File: src/rtl/risk_sequencer.sv
// Command sequencer for the RISK 4x4 tile engine: buffers load/store/zero commands in a
// small FIFO and drives the engine's function/register/address/stride inputs one command at a time.
module risk_sequencer #(
   parameter int FIFO_DEPTH = 4,
   parameter int NUM_REGS   = 3
) (
   input  logic        clk,
   input  logic        reset,
   input  logic        cmd_valid,
   output logic        cmd_ready,
   input  logic [1:0]  cmd_op,
   input  logic [4:0]  cmd_reg,
   input  logic [16:0] cmd_addr,
   input  logic [14:0] cmd_stride_x,
   input  logic [14:0] cmd_stride_y,
   output logic [2:0]  risk_func,
   output logic [4:0]  risk_reg,
   output logic [16:0] risk_addr,
   output logic [14:0] risk_stride_x,
   output logic [14:0] risk_stride_y,
   output logic        busy,
   output logic        done,
   output logic        err
);
   localparam int PW = $clog2(FIFO_DEPTH);
   localparam int CW = PW + 1;
   localparam logic [5:0] NREGS = 6'(NUM_REGS);

   localparam logic [2:0] FN_LOAD  = 3'b000;
   localparam logic [2:0] FN_STORE = 3'b001;
   localparam logic [2:0] FN_ZERO  = 3'b010;
   localparam logic [2:0] FN_IDLE  = 3'b111;

   typedef struct packed {
      logic [1:0]  op;
      logic [4:0]  rg;
      logic [16:0] addr;
      logic [14:0] sx;
      logic [14:0] sy;
   } cmd_t;

   typedef enum logic [2:0] {IDLE, LD_A, LD_B, LD_C, ST_A, ST_B} state_t;

   cmd_t            mem [FIFO_DEPTH];
   cmd_t            head;
   logic [PW-1:0]   wr_ptr, rd_ptr;
   logic [CW-1:0]   count;
   logic            push, pop, empty, bad;
   state_t          state, state_n;
   logic [2:0]      func_n;
   logic            done_n, err_n;

   assign empty     = (count == '0);
   assign cmd_ready = (count != CW'(FIFO_DEPTH));
   assign push      = cmd_valid & cmd_ready;
   assign head      = mem[rd_ptr];
   assign bad       = (head.op == 2'b11) || ({1'b0, head.rg} >= NREGS);
   assign busy      = !empty || (state != IDLE) || done;

   always_ff @(posedge clk) begin
      if (push) mem[wr_ptr] <= '{op: cmd_op, rg: cmd_reg, addr: cmd_addr,
                                 sx: cmd_stride_x, sy: cmd_stride_y};
   end

   always_ff @(posedge clk or posedge reset) begin
      if (reset) begin
         wr_ptr <= '0;
         rd_ptr <= '0;
         count  <= '0;
      end else begin
         if (push) wr_ptr <= wr_ptr + PW'(1);
         if (pop)  rd_ptr <= rd_ptr + PW'(1);
         case ({push, pop})
            2'b10:   count <= count + CW'(1);
            2'b01:   count <= count - CW'(1);
            default: count <= count;
         endcase
      end
   end

   // Outputs are registered from the next state, so the last cycle of a command
   // (LD_C/ST_B, or an idle/zero cycle) is where the following pop is decided.
   always_comb begin
      state_n = state;
      pop     = 1'b0;
      func_n  = FN_IDLE;
      done_n  = 1'b0;
      err_n   = 1'b0;
      case (state)
         LD_A:    state_n = LD_B;
         LD_B:    begin state_n = LD_C; func_n = FN_LOAD; done_n = 1'b1; end
         ST_A:    begin state_n = ST_B; done_n = 1'b1; end
         default: state_n = IDLE;
      endcase
      if ((state == IDLE || state == LD_C || state == ST_B) && !empty) begin
         pop = 1'b1;
         if (bad) begin
            err_n = 1'b1;
         end else begin
            case (head.op)
               2'b00:   state_n = LD_A;
               2'b01:   begin state_n = ST_A; func_n = FN_STORE; end
               default: begin func_n = FN_ZERO; done_n = 1'b1; end
            endcase
         end
      end
   end

   always_ff @(posedge clk or posedge reset) begin
      if (reset) begin
         state         <= IDLE;
         risk_func     <= FN_IDLE;
         done          <= 1'b0;
         err           <= 1'b0;
         risk_reg      <= '0;
         risk_addr     <= '0;
         risk_stride_x <= '0;
         risk_stride_y <= '0;
      end else begin
         state     <= state_n;
         risk_func <= func_n;
         done      <= done_n;
         err       <= err_n;
         if (pop) begin
            risk_reg      <= head.rg;
            risk_addr     <= head.addr;
            risk_stride_x <= head.sx;
            risk_stride_y <= head.sy;
         end
      end
   end
endmodule

File: config.mk
export PLATFORM = sky130hd
export DESIGN_NAME = risk_sequencer
export DESIGN_NICKNAME = d
export VERILOG_FILES = /design/src/rtl/risk_sequencer.sv
export SDC_FILE = /design/constraint.sdc
export NUM_CORES = 1
export LEC_CHECK = 0
export BUFFER_PORTS_ARGS = -buffer_cell sky130_fd_sc_hd__buf_2
export CAP_MARGIN = 20
export CORE_UTILIZATION = 42
export CTS_CLUSTER_SIZE = 16
export DETAILED_ROUTE_END_ITERATION = 16
export PLACE_DENSITY = 0.65
export SYNTH_ARGS = -nofsm -noshare
export SYNTH_HDL_FRONTEND = slang
export SYNTH_SLANG_ARGS = --single-unit
File: constraint.sdc
create_clock -name clk -period 2.7 [get_ports clk]
set_clock_uncertainty 0.05 [all_clocks]
set_input_delay 0.81 -clock clk [delete_from_list [all_inputs] [get_ports clk]]
set_output_delay 0.81 -clock clk [all_outputs]
set_load 0.01 [all_outputs]
==> flow_summary.rst, run 1 <==
.. list-table::
   :header-rows: 1

   * - Metric
     - Value
   * - Run status
     - finished, final reports clean
   * - Yosys reg bits
     - 283
   * - Worst reg-to-reg setup slack
     - 0.33 ns
   * - Count of input and output buffers
     - 115
   * - Max Cap Violations
     - 0
   * - Effective utilization at floorplan
     - 43.04%
   * - Leak pwr
     - 4.489 nW
   * - Critical Path AT
     - 1.61 ns
   * - Area enclosed by the die boundary
     - 25630 um2
   * - Total number of vias
     - 4890
   * - Power per Cell Area
     - 1208 nW/um2
   * - Largest stage delay, worst path
     - 0.47 ns
   * - Finished Cell Area
     - 12510 um2
   * - Dominant cell type by area after synthesis
     - edfxtp_1
   * - Overflow left after global routing
     - 0
   * - Share of post-route cells with drive strength above 1
     - 46.31%
   * - Relative slew margins
     - 48.27%
   * - Commonest cells after routing, fill and taps aside
     - edfxtp_1 (216), buf_2 (115), dfrtp_1 (62), mux4_2 (54), mux2_2 (48)
   * - Detail Route Antenna Nets
     - 0
   * - Req. time, crit path
     - 1.84 ns
   * - Maximum number of pins on one net before global-route repair
     - 61
   * - Top register by number of flip-flops
     - mem
   * - Cell count after synthesis
     - 462
   * - Switching fraction of total power
     - 29.43%
   * - Net count reported at finish
     - 665
   * - DRC violation count after routing
     - 0
   * - Most common cell after layout, fill and taps aside
     - edfxtp_1
   * - Number of sinks driven by the clock tree
     - 283
   * - Buffer type at the clock tree root
     - clkbuf_16
   * - Logic pwr share
     - 31.8%
   * - FFs w/ async S/R, synth
     - 23.67%
   * - Critical Path End Type
     - primary output
   * - DP Area
     - 11580 um2
   * - Die extent in y
     - 160.1 um
   * - Area share of the largest cell type after synthesis
     - 61.79%
   * - Cell area after synthesis
     - 10500 um2
   * - Number of top-level pins
     - 116
   * - Setup repair after global routing missed its margin
     - no
   * - Area growth, synth to finish
     - 19.18%
   * - Most frequently used flop master after synthesis
     - edfxtp_1
   * - Iter 0 DRT Violations
     - 236
   * - Total negative slack for setup checks
     - 0 ns
   * - Wire per inst
     - 20.36 um
   * - Final Worst Setup Slack
     - 0.2293 ns
   * - Critical-path cell list
     - or3b_1, buf_2
   * - Final worst path period need
     - 2.471 ns
   * - Synth Net Count
     - 525
   * - Total wire length
     - 19.32 mm
   * - CTS tree
     - done
   * - Peak supply drop
     - 0.6970 mV
   * - Max reg flops
     - 216
   * - Number of pins exceeding their max-slew limit in the final report
     - 0
   * - First-pass GRT wire length
     - 30.86 mm
   * - Number of flops mapped to enable cells by yosys
     - 216
   * - Vias/cell
     - 5.153
   * - Class of the tightest hold or removal check
     - input pin to asynchronous set/reset pin
   * - Hold-fix buffers at CTS
     - 0
   * - Maximum clock path buffer count
     - 3
   * - Max Freq
     - 404.8 MHz
   * - Placeable Area
     - 24390 um2
   * - Setup violators final
     - 0
   * - Number of antenna violations at the first check in global routing
     - 0
   * - Final Cycle Share
     - 91.51%
   * - Seq pwr share
     - 43.2%
   * - Number of distinct standard cells referenced by the synthesized netlist
     - 32
   * - Cell-internal power
     - 10.66 mW
   * - H-Tree Level Count
     - 1
   * - Pre-CTS setup slack
     - 0.3678 ns
   * - Filler cell count in the final layout
     - 1977
   * - Transition time at the pin with the least slew margin
     - 0.7759 ns
   * - Type of the setup path with the least slack
     - register to primary output
   * - Slowest CP cell
     - or3b_1
   * - Register clock-pin slew on the reported worst setup and hold paths
     - 0.06 ns
   * - Total number of yosys warnings
     - 0
   * - Clock latency at the later pin of the worst-skew pair
     - 0.54 ns
   * - Clock share of power
     - 25.1%
   * - Die span in x
     - 160.1 um
   * - Largest registers
     - mem x216, risk_addr x17
   * - Switching power
     - 4.447 mW
   * - Post-CTS setup repair buffer count
     - 0
   * - Top cells by area in the synthesized netlist
     - edfxtp_1 (62%), dfrtp_1 (15%), mux4_2 (12%)
   * - Crit start category
     - register
   * - Final weighted congestion in routability-driven placement
     - 0.7053
   * - Total routing resource utilization after global routing
     - 15.68%
   * - Maximum fanout along the worst path
     - 6
   * - TritonCTS buffer count
     - 29
   * - Sequential cell area fraction in the yosys report
     - 77.79%
   * - Cell Rows
     - 57
   * - Avg Inst Size Synth
     - 22.72 um2
   * - Number of iterations in the first detailed-routing pass
     - 4
   * - Vias in the first global route
     - 5474
   * - HPWL after detailed placement
     - 11.75 mm
   * - Final Hold Violating Endpoints
     - 0
==> critical path, delay by kind of cell (launching register included) <==
family	cells	cell delay (ns)
and+or+nand+nor	1	0.47
DFF	1	0.42
buffers and inverters	1	0.19
==> power by group through the flow <==
| stage | Sequential [mW] | Clock [mW] | Combinational [mW] |
|---|---|---|---|
| floorplan | 6.65 | 0 | 3.28 |
| global route | 6.66 | 4.07 | 5.20 |
| detailed placement | 6.63 | 0 | 4.90 |
| CTS | 6.54 | 3.89 | 4.92 |
| global placement | 6.56 | 0 | 4.78 |
| finish | 6.52 | 3.79 | 4.80 |
==> cell families after synthesis <==
family,after synthesis,share of synthesized area [%]
AOI/OAI and AO/OA,11,1.073
xor gates and xnor gates,9,0.7508
adders and majority gates,6,0.7867
buffers and inverters,27,1.311
DFF,283,77.80
muxes,108,17.37
and+or+nand+nor,18,0.9176
==> metal layers <==
| metal | wire [um] | vias up | global-route usage, % |
|---|---|---|---|
| li1 | - | 2154 | - |
| met1 | 8280 | 2595 | 19.95 |
| met2 | 9959 | 117 | 27.83 |
| met3 | 785 | 24 | 2.857 |
| met4 | 294 | 0 | 3.766 |
| met5 | 0 | - | 0 |
==> timing repair <==
item | CTS | global route
setup endpoints to repair | 0 | 1
resized for setup | 0 | 1
endpoints found under the hold margin | 0 | 0
==> through the flow <==
step	hold WS (ns)	total power, mW	util, %	cells
2_1_floorplan	0.4049	9.924	-	462
3_3_place_gp	0.4223	11.34	47.47	895
3_5_place_dp	0.4214	11.53	47.47	895
4_1_cts	0.3713	15.36	51.26	948
5_1_grt	0.3780	15.92	51.28	948
6_report	0.3355	15.11	51.29	949
==> cell usage after synthesis, types with 2 or more instances <==
master      n
a31o_1      2
a31oi_1     3
and3_1      4
buf_2      11
buf_6       3
clkbuf_1    5
dfrtp_1    64
dfstp_2     3
edfxtp_1  216
ha_1        5
inv_1       8
mux2_1      5
mux2_2     48
mux4_2     54
nor2_1      6
nor2b_1     2
xnor2_1     5
xor2_1      4
==> path summary, 6_finish.rpt <==
| kind | start | end | cells past startpoint |
|---|---|---|---|
| worst max-delay path | count[0]$_DFFE_PP0P_ | cmd_ready | 2 |
| worst min-delay path | reset | risk_stride_x[1]$_DFFE_PP0N_ | 2 |
| worst max register to register | count[0]$_DFFE_PP0P_ | count[2]$_DFFE_PP0P_ | 9 |
| worst min register to register | risk_reg[3]$_DFFE_PP0N_ | risk_reg[3]$_DFFE_PP0N_ | 1 |
| max in group asynchronous | reset | risk_addr[7]$_DFFE_PP0N_ | 3 |
| min in group clk | cmd_addr[2] | mem[1][32]$_DFFE_PP_ | 1 |
==> area by class of cell <==
type / instances / area, um2 / area share [%]
antenna: 1 / 2.502 / 0.02000
multi-input combinational: 152 / 2226 / 17.79
clock inverter: 12 / 105.1 / 0.8401
clock buffer: 41 / 820.8 / 6.561
sequential: 283 / 8172 / 65.32
inverter: 8 / 31.28 / 0.2500
tap: 324 / 405.4 / 3.240
timing repair buffer: 128 / 748.2 / 5.981
No activity file was read; power rests on OpenSTA's default activity.
==> run 2, diff against run 1 <==
--- a/config.mk
+++ b/config.mk
@@ -10,6 +10,7 @@
 export CORE_UTILIZATION = 42
 export CTS_CLUSTER_SIZE = 16
 export DETAILED_ROUTE_END_ITERATION = 16
+export GPL_TIMING_DRIVEN = 0
 export PLACE_DENSITY = 0.65
 export SYNTH_ARGS = -nofsm -noshare
 export SYNTH_HDL_FRONTEND = slang
==> flow_summary.rst, run 2 (same netlist as run 1, synthesis figures left out) <==
.. list-table::
   :header-rows: 1

   * - Metric
     - Value
   * - Run status
     - finished, final reports clean
   * - Leak pwr
     - 4.541 nW
   * - Peak supply drop
     - 0.4701 mV
   * - Area enclosed by the die boundary
     - 25630 um2
   * - Type of the setup path with the least slack
     - register to register
   * - Vias in the first global route
     - 5461
   * - Cell Rows
     - 57
   * - Placeable Area
     - 24390 um2
   * - Final worst path period need
     - 2.492 ns
   * - Finished Cell Area
     - 12600 um2
   * - Setup violators final
     - 0
   * - CTS tree
     - done
   * - Iter 0 DRT Violations
     - 168
   * - Final Hold Violating Endpoints
     - 0
   * - H-Tree Level Count
     - 1
   * - Maximum clock path buffer count
     - 3
   * - Critical Path AT
     - 2.90 ns
   * - Class of the tightest hold or removal check
     - input pin to asynchronous set/reset pin
   * - Length of routed met3 wiring
     - 1.003 mm
   * - Worst reg-to-reg setup slack
     - 0.21 ns
   * - Net count reported at finish
     - 676
   * - Die extent in y
     - 160.1 um
   * - Total routing resource utilization after global routing
     - 15.79%
   * - Number of top-level pins
     - 116
   * - Effective utilization at floorplan
     - 43.04%
   * - Number of antenna violations at the first check in global routing
     - 1
   * - Relative slew margins
     - 38.85%
   * - Final Cycle Share
     - 92.29%
   * - Maximum fanout along the worst path
     - 10
   * - Number of sinks driven by the clock tree
     - 283
   * - Clock latency at the later pin of the worst-skew pair
     - 0.55 ns
   * - First-pass GRT wire length
     - 30.85 mm
   * - Logic pwr share
     - 32.4%
   * - Highest metal layer with signal wires
     - met4
   * - Count of input and output buffers
     - 115
   * - Buffer type at the clock tree root
     - clkbuf_16
   * - Detail Route Antenna Nets
     - 0
   * - Commonest cells after routing, fill and taps aside
     - edfxtp_1 (216), buf_2 (126), dfrtp_1 (64), mux4_2 (54), mux2_2 (48)
   * - Met2 layer wire length in the routed design
     - 10.18 mm
   * - Maximum number of pins on one net before global-route repair
     - 55
   * - Max Cap Violations
     - 0
   * - Number of iterations in the first detailed-routing pass
     - 4
   * - Footprint of the flip-flops and latches
     - 8167 um2
   * - Switching fraction of total power
     - 29.17%
   * - Register clock-pin slew on the reported worst setup and hold paths
     - 0.06 ns
   * - HPWL after detailed placement
     - 11.45 mm
   * - Metal1 wirelength
     - 7.979 mm
   * - Hold-fix buffers at CTS
     - 0
   * - Count of inserted antenna diode cells
     - 0
   * - Critical Path End Type
     - register
   * - Power per Cell Area
     - 1226 nW/um2
   * - Most common cell after layout, fill and taps aside
     - edfxtp_1
   * - TritonCTS buffer count
     - 29
   * - Switching power
     - 4.506 mW
   * - Vias/cell
     - 5.100
   * - Max Freq
     - 401.3 MHz
   * - Setup repair after global routing missed its margin
     - no
   * - Number of pins exceeding their max-slew limit in the final report
     - 0
   * - DRC violation count after routing
     - 0
   * - Seq pwr share
     - 41.6%
   * - Top register by number of flip-flops
     - mem
   * - Pre-CTS setup slack
     - -0.4677 ns
   * - Largest registers
     - mem x216, risk_addr x17
   * - Wire per inst
     - 20.30 um
   * - Crit start category
     - register
   * - Clock share of power
     - 26.1%
   * - Die span in x
     - 160.1 um
   * - Area growth, synth to finish
     - 20.00%
   * - Max reg flops
     - 216
   * - Overflow left after global routing
     - 0
   * - DP Area
     - 11600 um2
   * - Total number of vias
     - 4891
   * - Total wire length
     - 19.46 mm
   * - Req. time, crit path
     - 3.11 ns
   * - Final weighted congestion in routability-driven placement
     - 0.7498
   * - Transition time at the pin with the least slew margin
     - 0.9173 ns
   * - Cell-internal power
     - 10.94 mW
   * - Share of post-route cells with drive strength above 1
     - 45.67%
   * - Final Worst Setup Slack
     - 0.2082 ns
   * - Filler cell count in the final layout
     - 1979
   * - Multi-input gate area
     - 2226 um2
[run 2: cell count changes in the layout (fill, tap and decap cells not counted), sizes merged]
cell	previous run	this run
clkinv	10	6
buf	128	134
inv	8	9
clkinvlp	1	0
diode	1	0
bufinv	1	4
clkbuf	41	47
[run 2: worst paths after layout]
path,start,end,cells after the start
max in group asynchronous,reset,risk_addr[9]$_DFFE_PP0N_,3
setup reg to reg,state[0]$_DFF_PP0_,count[2]$_DFFE_PP0P_,10
setup / recovery,state[0]$_DFF_PP0_,count[2]$_DFFE_PP0P_,10
hold / removal,reset,risk_stride_x[4]$_DFFE_PP0N_,2
min in group clk,cmd_stride_x[11],mem[3][26]$_DFFE_PP_,1
hold reg to reg,risk_reg[3]$_DFFE_PP0N_,risk_reg[3]$_DFFE_PP0N_,1
[run 2: cell type report]
cell class                 count  share of cell area (%)
tap                          324                   3.218
inverter                       8                  0.2582
buffer                        19                  0.8542
sequential                   283                   64.83
multi-input combinational    152                   17.67
clock inverter                11                   1.341
clock buffer                  42                   6.387
timing repair buffer         120                   5.443
[run 2: layer usage]
| metal | vias to the layer above | track usage, % |
|---|---|---|
| li1 | 2177 | - |
| met1 | 2563 | 19.56 |
| met2 | 124 | 28.12 |
| met3 | 27 | 3.065 |
| met4 | 0 | 4.502 |
| met5 | - | 0 |
[run 2: through the flow]
step / power [mW] / TNS, ns / std cells / hold slack (ns) / util, %
2_1_floorplan: 9.924 / 0 / 462 / 0.4049 / -
3_5_place_dp: 11.58 / -0.7544 / 905 / 0.4205 / 47.57
5_1_grt: 16.29 / 0 / 959 / 0.2852 / 51.65
6_report: 15.45 / 0 / 959 / 0.2633 / 51.65
3_3_place_gp: 11.32 / -313.40 / 901 / 0.4131 / 47.06
4_1_cts: 15.69 / 0 / 959 / 0.2612 / 51.63
[run 2: timing repair]
action	in CTS	in global routing
gates resized for setup	1	1
buffers inserted	1	0
pin swaps	1	0
endpoints found under the setup margin	2	1
[run 2: critical path, stage by stage (launching register included)]
cell,delay [ns]
dfrtp_1,0.34
clkbuf_1,0.31
o21ba_2,0.24
a211oi_4,0.17
buf_2,0.26
ha_1,0.22
inv_1,0.06
fa_1,0.37
xor2_1,0.15
nor2_1,0.11
xor2_1,0.15
[run 2: power groups by stage]
stage / clock (mW) / combinational (mW) / sequential, mW
3_5_place_dp: 0 / 5.08 / 6.51
5_1_grt: 4.29 / 5.46 / 6.54
4_1_cts: 4.12 / 5.14 / 6.43
2_1_floorplan: 0 / 3.28 / 6.65
3_3_place_gp: 0 / 4.82 / 6.51
6_report: 4.03 / 5.00 / 6.42
==> run 3, diff against run 2 <==
--- a/config.mk
+++ b/config.mk
@@ -11,7 +11,6 @@
 export CTS_CLUSTER_SIZE = 16
 export DETAILED_ROUTE_END_ITERATION = 16
 export GPL_TIMING_DRIVEN = 0
-export PLACE_DENSITY = 0.65
 export SYNTH_ARGS = -nofsm -noshare
 export SYNTH_HDL_FRONTEND = slang
 export SYNTH_SLANG_ARGS = --single-unit
==> flow_summary.rst, run 3 (same netlist as run 1, synthesis figures left out) <==
.. list-table::
   :header-rows: 1

   * - Metric
     - Value
   * - Largest stage delay, worst path
     - 0.49 ns
   * - Vias/cell
     - 5.114
   * - Total routing resource utilization after global routing
     - 15.56%
   * - Peak supply drop
     - 0.4472 mV
   * - Total number of vias
     - 4909
   * - Effective utilization at floorplan
     - 43.04%
   * - Net count reported at finish
     - 676
   * - Die span in x
     - 160.1 um
   * - Vias in the first global route
     - 5415
   * - Req. time, crit path
     - 1.84 ns
   * - Count of inserted antenna diode cells
     - 0
   * - Count of input and output buffers
     - 115
   * - Placeable Area
     - 24390 um2
   * - Layout Cells excl Fill
     - 960
   * - Cell-internal power
     - 10.91 mW
   * - Number of top-level pins
     - 116
   * - Number of iterations in the first detailed-routing pass
     - 4
   * - Clock latency at the later pin of the worst-skew pair
     - 0.53 ns
   * - Transition time at the pin with the least slew margin
     - 0.7082 ns
   * - Logic pwr share
     - 32.5%
   * - Maximum clock path buffer count
     - 3
   * - Wire per inst
     - 20.44 um
   * - Detail Route Antenna Nets
     - 0
   * - Number of antenna violations at the first check in global routing
     - 1
   * - Most common cell after layout, fill and taps aside
     - edfxtp_1
   * - Critical Path End Type
     - primary output
   * - First-pass GRT wire length
     - 30.42 mm
   * - Switching fraction of total power
     - 29.20%
   * - Largest registers
     - mem x216, risk_addr x17
   * - Overflow left after global routing
     - 0
   * - DRC violation count after routing
     - 0
   * - Cell Rows
     - 57
   * - Commonest cells after routing, fill and taps aside
     - edfxtp_1 (216), buf_2 (126), dfrtp_1 (64), mux4_2 (54), mux2_2 (48)
   * - Setup violators final
     - 0
   * - CTS tree
     - done
   * - Share of post-route cells with drive strength above 1
     - 46.54%
   * - Hold-fix buffers at CTS
     - 0
   * - H-Tree Level Count
     - 1
   * - Clock share of power
     - 25.8%
   * - Max reg flops
     - 216
   * - Largest delay contributor family on the critical path
     - simple AND/OR/NAND/NOR gates
   * - DP Area
     - 11640 um2
   * - Class of the tightest hold or removal check
     - input pin to asynchronous set/reset pin
   * - Max Cap Violations
     - 0
   * - Run status
     - finished, final reports clean
   * - Final Hold Violating Endpoints
     - 0
   * - Crit path buf inv count
     - 1
   * - Number of sinks driven by the clock tree
     - 283
   * - Total wire length
     - 19.62 mm
   * - Iter 0 DRT Violations
     - 222
   * - Number of placed cells counting well taps
     - 906
   * - Switching power
     - 4.498 mW
   * - Final weighted congestion in routability-driven placement
     - 0.7090
   * - Crit start category
     - register
   * - Final worst path period need
     - 2.571 ns
   * - Critical-path cell list
     - nor3_1, nand3_1, buf_2
   * - Slowest CP cell
     - nor3_1
   * - Seq pwr share
     - 41.7%
   * - Critical Path AT
     - 1.71 ns
   * - Maximum number of pins on one net before global-route repair
     - 48
   * - Relative slew margins
     - 52.79%
   * - Area enclosed by the die boundary
     - 25630 um2
   * - Finished Cell Area
     - 12630 um2
   * - Number of pins exceeding their max-slew limit in the final report
     - 0
   * - HPWL after detailed placement
     - 12.04 mm
   * - Leak pwr
     - 4.561 nW
   * - Setup repair after global routing missed its margin
     - no
   * - Final Cycle Share
     - 95.22%
   * - Maximum fanout along the worst path
     - 4
   * - Die extent in y
     - 160.1 um
   * - TritonCTS buffer count
     - 29
   * - Type of the setup path with the least slack
     - register to primary output
   * - Filler cell count in the final layout
     - 1986
   * - Register clock-pin slew on the reported worst setup and hold paths
     - 0.06 ns
   * - Top register by number of flip-flops
     - mem
   * - Buffer type at the clock tree root
     - clkbuf_16
   * - Max Freq
     - 389.0 MHz
   * - Area growth, synth to finish
     - 20.30%
   * - Power per Cell Area
     - 1220 nW/um2
run 3: area by class of cell:
type                            instances  area [um2]  area share, %
Sequential cell                       283        8167          64.67
Multi-Input combinational cell        152        2221          17.59
Clock buffer                           44       872.1          6.906
Timing Repair Buffer                  121       720.7          5.707
Tap cell                              324       405.4          3.210
Clock inverter                         10       106.4         0.8422
Buffer                                 18       103.9         0.8224
Inverter                                8       32.53         0.2576
run 3: worst paths after layout:
path                                                end                     from  slack, ns  cells after the start
min                        risk_stride_x[5]$_DFFE_PP0N_                    reset       0.21                      2
max in group asynchronous        risk_func[0]$_DFF_PP1_                    reset       1.76                      3
max reg2reg                        count[2]$_DFFE_PP0P_       state[2]$_DFF_PP0_       0.24                      9
min in group clk                risk_reg[3]$_DFFE_PP0N_  risk_reg[3]$_DFFE_PP0N_       0.43                      1
min reg2reg                     risk_reg[3]$_DFFE_PP0N_  risk_reg[3]$_DFFE_PP0N_       0.43                      1
max                                                busy     count[0]$_DFFE_PP0P_       0.13                      3
run 3: power groups by stage:
stage               Clock (mW)  Combinational, mW  Sequential, mW
floorplan                    0               3.28            6.65
global placement             0               4.85            6.52
detailed placement           0               5.11            6.50
CTS                       4.08               5.17            6.42
global route              4.23               5.43            6.53
finish                    3.98               5.01            6.42
run 3: stage by stage:
step	TNS (ns)	power (mW)	utilization, %	hold WS, ns	setup WS [ns]
2_1_floorplan	0	9.924	-	0.4049	0.1022
3_3_place_gp	-339.28	11.38	47.06	0.4163	-1.224
3_5_place_dp	-0.7920	11.62	47.72	0.4223	-0.5246
4_1_cts	0	15.66	51.79	0.1978	0.09275
5_1_grt	0	16.20	51.77	0.2168	0.05128
6_report	0	15.41	51.77	0.2119	0.1291
run 3: what timing repair did:
action,4_1_cts,5_1_grt
setup buffers,1,0
pin swaps,1,0
gates resized for setup,1,0
endpoints found under the setup margin,2,1
hold endpoints to repair,0,0
run 3: layer usage:
| metal | GRT usage [%] | vias to the layer above | routed length (um) |
|---|---|---|---|
| li1 | - | 2173 | - |
| met1 | 19.07 | 2602 | 8152 |
| met2 | 28.28 | 104 | 10340 |
| met3 | 2.857 | 28 | 795 |
| met4 | 3.983 | 2 | 327 |
| met5 | 0 | - | 8 |
